File: src/rtl/serial_tx_pkg.sv
// serial_tx_pkg: line levels, frame length, arbiter state encoding and frame builder.
// The TAG state and TAG_BASE exist only when ARB_TAG_EN is defined.
package serial_tx_pkg;

  localparam logic MARKING   = 1'b1;
  localparam logic SPACING   = 1'b0;
  localparam int   FRAME_LEN = 10;

`ifdef ARB_TAG_EN
  localparam logic [7:0] TAG_BASE = 8'h80;
`endif

  typedef enum logic [1:0] {
    IDLE  = 2'd0,
    SHIFT = 2'd1,
    WAIT  = 2'd2
`ifdef ARB_TAG_EN
    ,TAG  = 2'd3
`endif
  } state_t;

  // Frame is transmitted from bit 0: start bit, data LSB first, stop bit.
  function automatic logic [FRAME_LEN-1:0] make_frame(input logic [7:0] data);
    return {MARKING, data, SPACING};
  endfunction

endpackage

File: src/rtl/tx_frame_shift.sv
// tx_frame_shift: 10-bit frame serializer with bit-time divider and bit counter.
// A load while the final stop bit completes chains the next frame with no idle bits.
module tx_frame_shift
  import serial_tx_pkg::*;
#(
  parameter int BIT_CYCLES = 1
) (
  input  logic                 clock,
  input  logic                 reset_,
  input  logic                 i_load,
  input  logic [FRAME_LEN-1:0] i_frame,
  output logic                 o_txd,
  output logic                 o_done
);

  localparam int               DIV_W      = $clog2(BIT_CYCLES + 1);
  localparam logic [DIV_W-1:0] DIV_RELOAD = DIV_W'(BIT_CYCLES - 1);
  localparam logic [3:0]       CNT_FULL   = 4'(FRAME_LEN);

  logic [FRAME_LEN-1:0] r_buf;
  logic [3:0]           r_cnt;     // bit currently on the line: 10 = start ... 1 = stop
  logic [DIV_W-1:0]     r_div;
  logic                 r_active;
  logic                 r_started;
  logic                 r_txd;

  logic w_bit_end;
  logic w_frame_end;
  logic w_emit;

  assign w_bit_end   = r_started && (r_div == '0);
  assign w_frame_end = r_active && w_bit_end && (r_cnt == 4'd1);
  assign w_emit      = r_active && (!r_started || (w_bit_end && (r_cnt != 4'd1)));

  // NOTE: every register here uses <= so each one samples pre-edge values, independent of statement order.
  always_ff @(posedge clock or negedge reset_) begin
    if (!reset_) begin
      // NOTE: the frame buffer is ordinary flops, so it is cleared with the rest of the state.
      r_buf     <= '1;
      r_cnt     <= '0;
      r_div     <= '0;
      r_active  <= 1'b0;
      r_started <= 1'b0;
      r_txd     <= MARKING;
    end else if (i_load && r_active) begin
      // Chained frame: its start bit takes the edge the stop bit would have ended on.
      r_txd     <= i_frame[0];
      r_buf     <= {MARKING, i_frame[FRAME_LEN-1:1]};
      r_cnt     <= CNT_FULL;
      r_div     <= DIV_RELOAD;
      r_started <= 1'b1;
    end else if (i_load) begin
      r_buf     <= i_frame;
      r_cnt     <= CNT_FULL;
      r_div     <= '0;
      r_started <= 1'b0;
      r_active  <= 1'b1;
    end else if (w_frame_end) begin
      r_active  <= 1'b0;
      r_started <= 1'b0;
    end else if (w_emit) begin
      r_txd     <= r_buf[0];
      r_buf     <= {MARKING, r_buf[FRAME_LEN-1:1]};
      if (r_started) r_cnt <= r_cnt - 4'd1;
      r_started <= 1'b1;
      r_div     <= DIV_RELOAD;
    end else if (r_active) begin
      r_div <= r_div - DIV_W'(1);
    end
  end

  assign o_txd  = r_txd;
  assign o_done = w_frame_end;

endmodule

File: src/rtl/serial_tx_arbiter.sv
// serial_tx_arbiter: round-robin arbiter framing bytes from two dav_/rfd producers onto txd.
// Define ARB_TAG_EN to precede each data frame with a tag frame 8'h80|requester.
module serial_tx_arbiter
  import serial_tx_pkg::*;
#(
  parameter int BIT_CYCLES = 1
) (
  input  logic       clock,
  input  logic       reset_,
  input  logic       dav0_,
  input  logic [7:0] byte0,
  output logic       rfd0,
  input  logic       dav1_,
  input  logic [7:0] byte1,
  output logic       rfd1,
  output logic       txd,
  output logic       busy
);

  state_t r_state;
  logic   r_gnt;
  logic   r_last;
  logic   r_rfd0;
  logic   r_rfd1;
  logic   r_busy;
`ifdef ARB_TAG_EN
  logic [7:0] r_data;
`endif

  logic                 w_req0;
  logic                 w_req1;
  logic                 w_grant;
  logic                 w_pick;
  logic                 w_dav_gnt;
  logic                 w_load;
  logic                 w_done;
  logic                 w_txd;
  logic [7:0]           w_byte;
  logic [FRAME_LEN-1:0] w_frame;

  assign w_req0    = ~dav0_;
  assign w_req1    = ~dav1_;
  assign w_grant   = w_req0 | w_req1;
  // With both requesting, the one not served last wins.
  assign w_pick    = (w_req0 && w_req1) ? ~r_last : w_req1;
  assign w_byte    = w_pick ? byte1 : byte0;
  assign w_dav_gnt = r_gnt ? dav1_ : dav0_;

  // NOTE: outputs get defaults before the case so no path leaves them unassigned (no latch).
  always_comb begin
    w_load  = 1'b0;
    w_frame = make_frame(w_byte);
    case (r_state)
      IDLE: begin
        w_load = w_grant;
`ifdef ARB_TAG_EN
        w_frame = make_frame(TAG_BASE | {7'd0, w_pick});
`endif
      end
`ifdef ARB_TAG_EN
      TAG: begin
        w_load  = w_done;
        w_frame = make_frame(r_data);
      end
`endif
      default: ;
    endcase
  end

  always_ff @(posedge clock or negedge reset_) begin
    if (!reset_) begin
      r_state <= IDLE;
      r_gnt   <= 1'b0;
      r_last  <= 1'b1;
      r_rfd0  <= 1'b1;
      r_rfd1  <= 1'b1;
      r_busy  <= 1'b0;
`ifdef ARB_TAG_EN
      r_data  <= '0;
`endif
    end else begin
      case (r_state)
        IDLE: begin
          if (w_grant) begin
            r_gnt  <= w_pick;
            r_last <= w_pick;
            if (w_pick) r_rfd1 <= 1'b0;
            else        r_rfd0 <= 1'b0;
            r_busy <= 1'b1;
`ifdef ARB_TAG_EN
            r_data  <= w_byte;
            r_state <= TAG;
`else
            r_state <= SHIFT;
`endif
          end
        end
`ifdef ARB_TAG_EN
        TAG: begin
          if (w_done) r_state <= SHIFT;
        end
`endif
        SHIFT: begin
          if (w_done) r_state <= WAIT;
        end
        WAIT: begin
          // rfd stays low until the producer has visibly withdrawn its request.
          if (w_dav_gnt) begin
            if (r_gnt) r_rfd1 <= 1'b1;
            else       r_rfd0 <= 1'b1;
            r_busy  <= 1'b0;
            r_state <= IDLE;
          end
        end
        default: begin
          r_busy  <= 1'b0;
          r_state <= IDLE;
        end
      endcase
    end
  end

  tx_frame_shift #(
    .BIT_CYCLES(BIT_CYCLES)
  ) u_shift (
    .clock  (clock),
    .reset_ (reset_),
    .i_load (w_load),
    .i_frame(w_frame),
    .o_txd  (w_txd),
    .o_done (w_done)
  );

  assign rfd0 = r_rfd0;
  assign rfd1 = r_rfd1;
  assign txd  = w_txd;
  assign busy = r_busy;

endmodule

File: config.mk
export PLATFORM = sky130hd
export DESIGN_NAME = serial_tx_arbiter
export DESIGN_NICKNAME = d
export VERILOG_FILES = /design/src/rtl/serial_tx_pkg.sv /design/src/rtl/tx_frame_shift.sv /design/src/rtl/serial_tx_arbiter.sv
export SDC_FILE = /design/constraint.sdc
export NUM_CORES = 1
export LEC_CHECK = 0
export ABC_CLOCK_PERIOD_IN_PS = 1650
export CAP_MARGIN = 20
export CORE_UTILIZATION = 31
export DETAILED_ROUTE_END_ITERATION = 12
export PLACE_DENSITY = 0.59
export SLEW_MARGIN = 20
export SYNTH_ARGS = -nofsm -noshare
export SYNTH_HDL_FRONTEND = slang
export SYNTH_SLANG_ARGS = --single-unit
File: constraint.sdc
create_clock -name clock -period 1.65 [get_ports clock]
set_clock_uncertainty 0.15 [all_clocks]
set_input_delay 0.4125 -clock clock [delete_from_list [all_inputs] [get_ports clock]]
set_output_delay 0.4125 -clock clock [all_outputs]
set_load 0.02 [all_outputs]
==> run summary <==
* finished, final reports clean — status
* 1 — H-tree depth
* 0.27 ns — worst-skew pair later-pin latency
* 4 — Pre-antenna DRT Iters
* 0.3663 — fraction of final layout cells sized beyond drive strength 1
* 5.499 mm — first-pass GRT wire length
* 24 — total of flip-flops plus latches after synthesis
* 0.7566 — final weighted congestion of routability-driven global placement
* sky130_fd_sc_hd__clkbuf_8 — clock root buffer
* 0 — Slew Viols, Final
* 3.143 mm — Final Routed Wirelength
* 0.1395 — overall fraction of global-route tracks in use
* 215 — Inst Count DP
* 0.001410 mm² — post-synthesis instance area
* reg2reg — class of the tightest hold or removal check
* 0 — overflow left after global routing
* 149 — syn_nets
* 0 — DRC violations left
* r_last — launching element of the worst setup path
* 0.004354 mm² — Placeable Area
* 0.04224 ns — worst path setup slack after routing
* 0.4494 — end-of-flow core utilization
* 1219 — number of global-route vias before repair
* 1.70 ns — required time of the worst setup path
* 0.9744 — Final period util
* 0.3239 — Initial Util
* 0 — Yosys warning count
* 0.004823 mm² — floorplan die area
* 5.183 — per-cell via count in the routed design
* 2.312 mm — sum of net half-perimeters after detailed placement
* 0 ns — Setup TNS
* reg2reg — critical path class
* 24 — number of I/O pins
* 0.8403 nW — Leak Pwr
* 0.3072 ns — slew at the pin closest to its max-slew limit
* 409 — # fillers
* 0.4374 — share of the yosys chip area belonging to registers
* 0 — antenna fix cells
* 127 — post-synthesis cell count
* 69.45 µm — vertical extent of the die
* -0.4592 ns — pre-CTS setup slack
* 38.78% — area added between synthesis and finish
* 618.1 µm² — area used by sequential logic in the layout
* 0 — number of nets with antenna violations after routing
* 2 — Max clock buf depth
* 1664 mW/mm² — power per unit of standard cell area
* 0.09 ns — Clk pin slew, worst setup/hold paths
* 0 — # Max-Cap Violations
* 24 — Core Rows
* 23 — count of buffers inserted at the top-level ports
* 0 — count of final setup violators
* 0.7952 — headroom to the max-slew limit
* 24 — number of sinks driven by the clock tree
* 622.0 MHz — maximum clock frequency
* 224 — non-filler cells, final
* 1161 — vias after detailed routing
* 0 — Final Hold Fails
* 195 — final net count
* 1.66 ns — arrival time at the worst endpoint
* 69.45 µm — die width
* 14.03 µm — post-DR wirelength/cell
* 0 — initial antenna violation count
* 44 — number of violations reported at the end of detailed-routing iteration 0
* 6 — biggest fanout along the worst timing path
* u_shift.r_buf[4] — launch point of the worst hold path
* register — critical path launch point type
* 11.10 µm² — mean instance size in the synthesized netlist
* 3 — total clock buffers created by CTS
* register — type of destination of the critical path
* r_last — start of the worst register-to-register path
* 0 — hold buffer count at cts
* 1.608 ns — final worst path period need
* done — TritonCTS clock tree
* yes — setup repair after global routing missed its margin
* 25 — largest net degree at the start of global routing
* 0.8959 mV — maximum ir drop on the vdd rail
* 3.256 mW — sum of internal, switching and leakage power
* 772.0 µm² — area of the multi-input gates
* 39 — distinct cell type count of the synthesized netlist
## metal layers
metal  GRT usage  vias up  wire, µm
met2      0.2373       26      1523
met4     0.01361        0         0
li1            -      554         -
met5           0        -         0
met3     0.03343        0       123
met1      0.1871      581      1497
## synthesized netlist by cell type
library cell,n,share of area
sky130_fd_sc_hd__and3b_1,1,0.0062
sky130_fd_sc_hd__or3_1,1,0.0044
sky130_fd_sc_hd__nor2b_4,1,0.0098
sky130_fd_sc_hd__clkbuf_1,1,0.0027
sky130_fd_sc_hd__nand4b_1,1,0.0062
sky130_fd_sc_hd__or2b_1,1,0.0053
sky130_fd_sc_hd__ha_1,2,0.018
sky130_fd_sc_hd__buf_6,2,0.016
sky130_fd_sc_hd__nor2_1,7,0.019
sky130_fd_sc_hd__and2_1,2,0.0089
sky130_fd_sc_hd__xnor2_1,1,0.0062
sky130_fd_sc_hd__nor3b_2,1,0.0089
sky130_fd_sc_hd__mux4_1,4,0.075
sky130_fd_sc_hd__nand4bb_1,1,0.0080
sky130_fd_sc_hd__mux2i_1,4,0.028
sky130_fd_sc_hd__nand2_1,20,0.053
sky130_fd_sc_hd__nor2_8,1,0.014
sky130_fd_sc_hd__nand3_1,2,0.0071
sky130_fd_sc_hd__xor2_1,2,0.012
sky130_fd_sc_hd__or3b_2,1,0.0062
sky130_fd_sc_hd__buf_2,3,0.011
sky130_fd_sc_hd__o31ai_1,2,0.011
sky130_fd_sc_hd__o22ai_1,2,0.0089
sky130_fd_sc_hd__a31oi_1,1,0.0044
sky130_fd_sc_hd__dfstp_2,13,0.24
sky130_fd_sc_hd__nand2b_1,3,0.013
sky130_fd_sc_hd__a21oi_1,12,0.043
sky130_fd_sc_hd__o21ai_0,3,0.011
sky130_fd_sc_hd__a22o_2,1,0.0071
sky130_fd_sc_hd__nor4b_2,1,0.011
sky130_fd_sc_hd__o211ai_1,1,0.0053
sky130_fd_sc_hd__dfrtp_1,11,0.20
sky130_fd_sc_hd__a21boi_1,1,0.0053
sky130_fd_sc_hd__buf_4,1,0.0053
sky130_fd_sc_hd__a2bb2oi_1,7,0.043
sky130_fd_sc_hd__inv_1,3,0.0080
sky130_fd_sc_hd__mux4_2,3,0.048
sky130_fd_sc_hd__a22o_1,1,0.0062
sky130_fd_sc_hd__nor3_1,2,0.0071
## state kept, by name, indices dropped and copies added (netlist names)
name and flops:
rfd1 1, r_last 1, u_shift.r_div 1, r_state 2, u_shift.r_buf 9, rfd0 1, u_shift.o_txd 1, busy 1
u_shift.r_cnt 4, u_shift.r_started 1, u_shift.r_active 1, r_gnt 1
## metrics by stage
step / area [µm²] / hold slack (ns)
after global placement: 1834 / 0.3096
after floorplan: 1413 / -0.03309
after global routing: 1957 / 0.3452
after CTS: 1908 / 0.3279
final: 1957 / 0.3253
after detailed placement: 1834 / 0.3142
## placed cells by master, fill, tap and decap left out, drive strengths merged, types with 2 or more instances in the layout
cell	Yosys	layout
o22ai	2	2
mux2i	4	4
clkdlybuf4s50	0	17
nand3	2	2
nor2	8	8
mux4	7	7
and2	2	2
inv	3	3
o21ai	3	3
dfrtp	11	11
xor2	2	2
nand2b	3	3
dlygate4sd2	0	3
a21oi	12	12
o31ai	2	2
dfstp	13	13
ha	2	2
nor3	2	2
clkbuf	1	4
buf	6	28
a2bb2oi	7	7
nand2	20	20
a22o	2	2
## area by class of cell
type | count | area share
clock buffers | 4 | 0.03389
inverters | 3 | 0.005754
multi-input cells | 93 | 0.3945
flip-flops and latches | 24 | 0.3159
well taps | 52 | 0.03325
repair buffers | 48 | 0.2168
## what timing repair did
item / 4_1_cts / 5_1_grt
resized for setup: 14 / 12
cloned: 0 / 0
endpoints found under the hold margin: 0 / 0
setup buffers: 0 / 5
setup endpoints to repair: 16 / 17
## where the power goes
| group | internal (mW) | switching (mW) | leakage, nW |
|---|---|---|---|
| combinational | 0.893 | 0.790 | 0.546 |
| sequential | 0.939 | 0.176 | 0.260 |
| clock | 0.263 | 0.194 | 0.0339 |
| total | 2.10 | 1.16 | 0.840 |
## cells by family after synthesis
logic type,after synthesis,share of synthesized area
AOI/OAI and AO/OA,31,0.1446
DFF,24,0.4374
buffers and inverters,10,0.04259
and+or+nand+nor,46,0.1881
xor gates and xnor gates,3,0.01864
muxes,11,0.1508
adders and majority gates,2,0.01774
## worst max-delay path, cell delays in order, from the launching register on
cell	delay [ns]
sky130_fd_sc_hd__dfstp_2	0.54
sky130_fd_sc_hd__nor2b_4	0.20
sky130_fd_sc_hd__nor2_8	0.06
sky130_fd_sc_hd__mux4_2	0.43
sky130_fd_sc_hd__a2bb2oi_1	0.15
## worst paths after layout
kind	endpoint	slack (ns)	cells past startpoint
setup / recovery	u_shift.r_buf[1]	0.04	4
hold / removal	u_shift.r_buf[4]	0.33	2
setup reg to reg	u_shift.r_buf[1]	0.04	4
hold reg to reg	u_shift.r_buf[4]	0.33	2
max in group asynchronous	rfd0	0.79	2
min in group asynchronous	r_gnt	0.34	2
(Power assumes the default switching activity.)
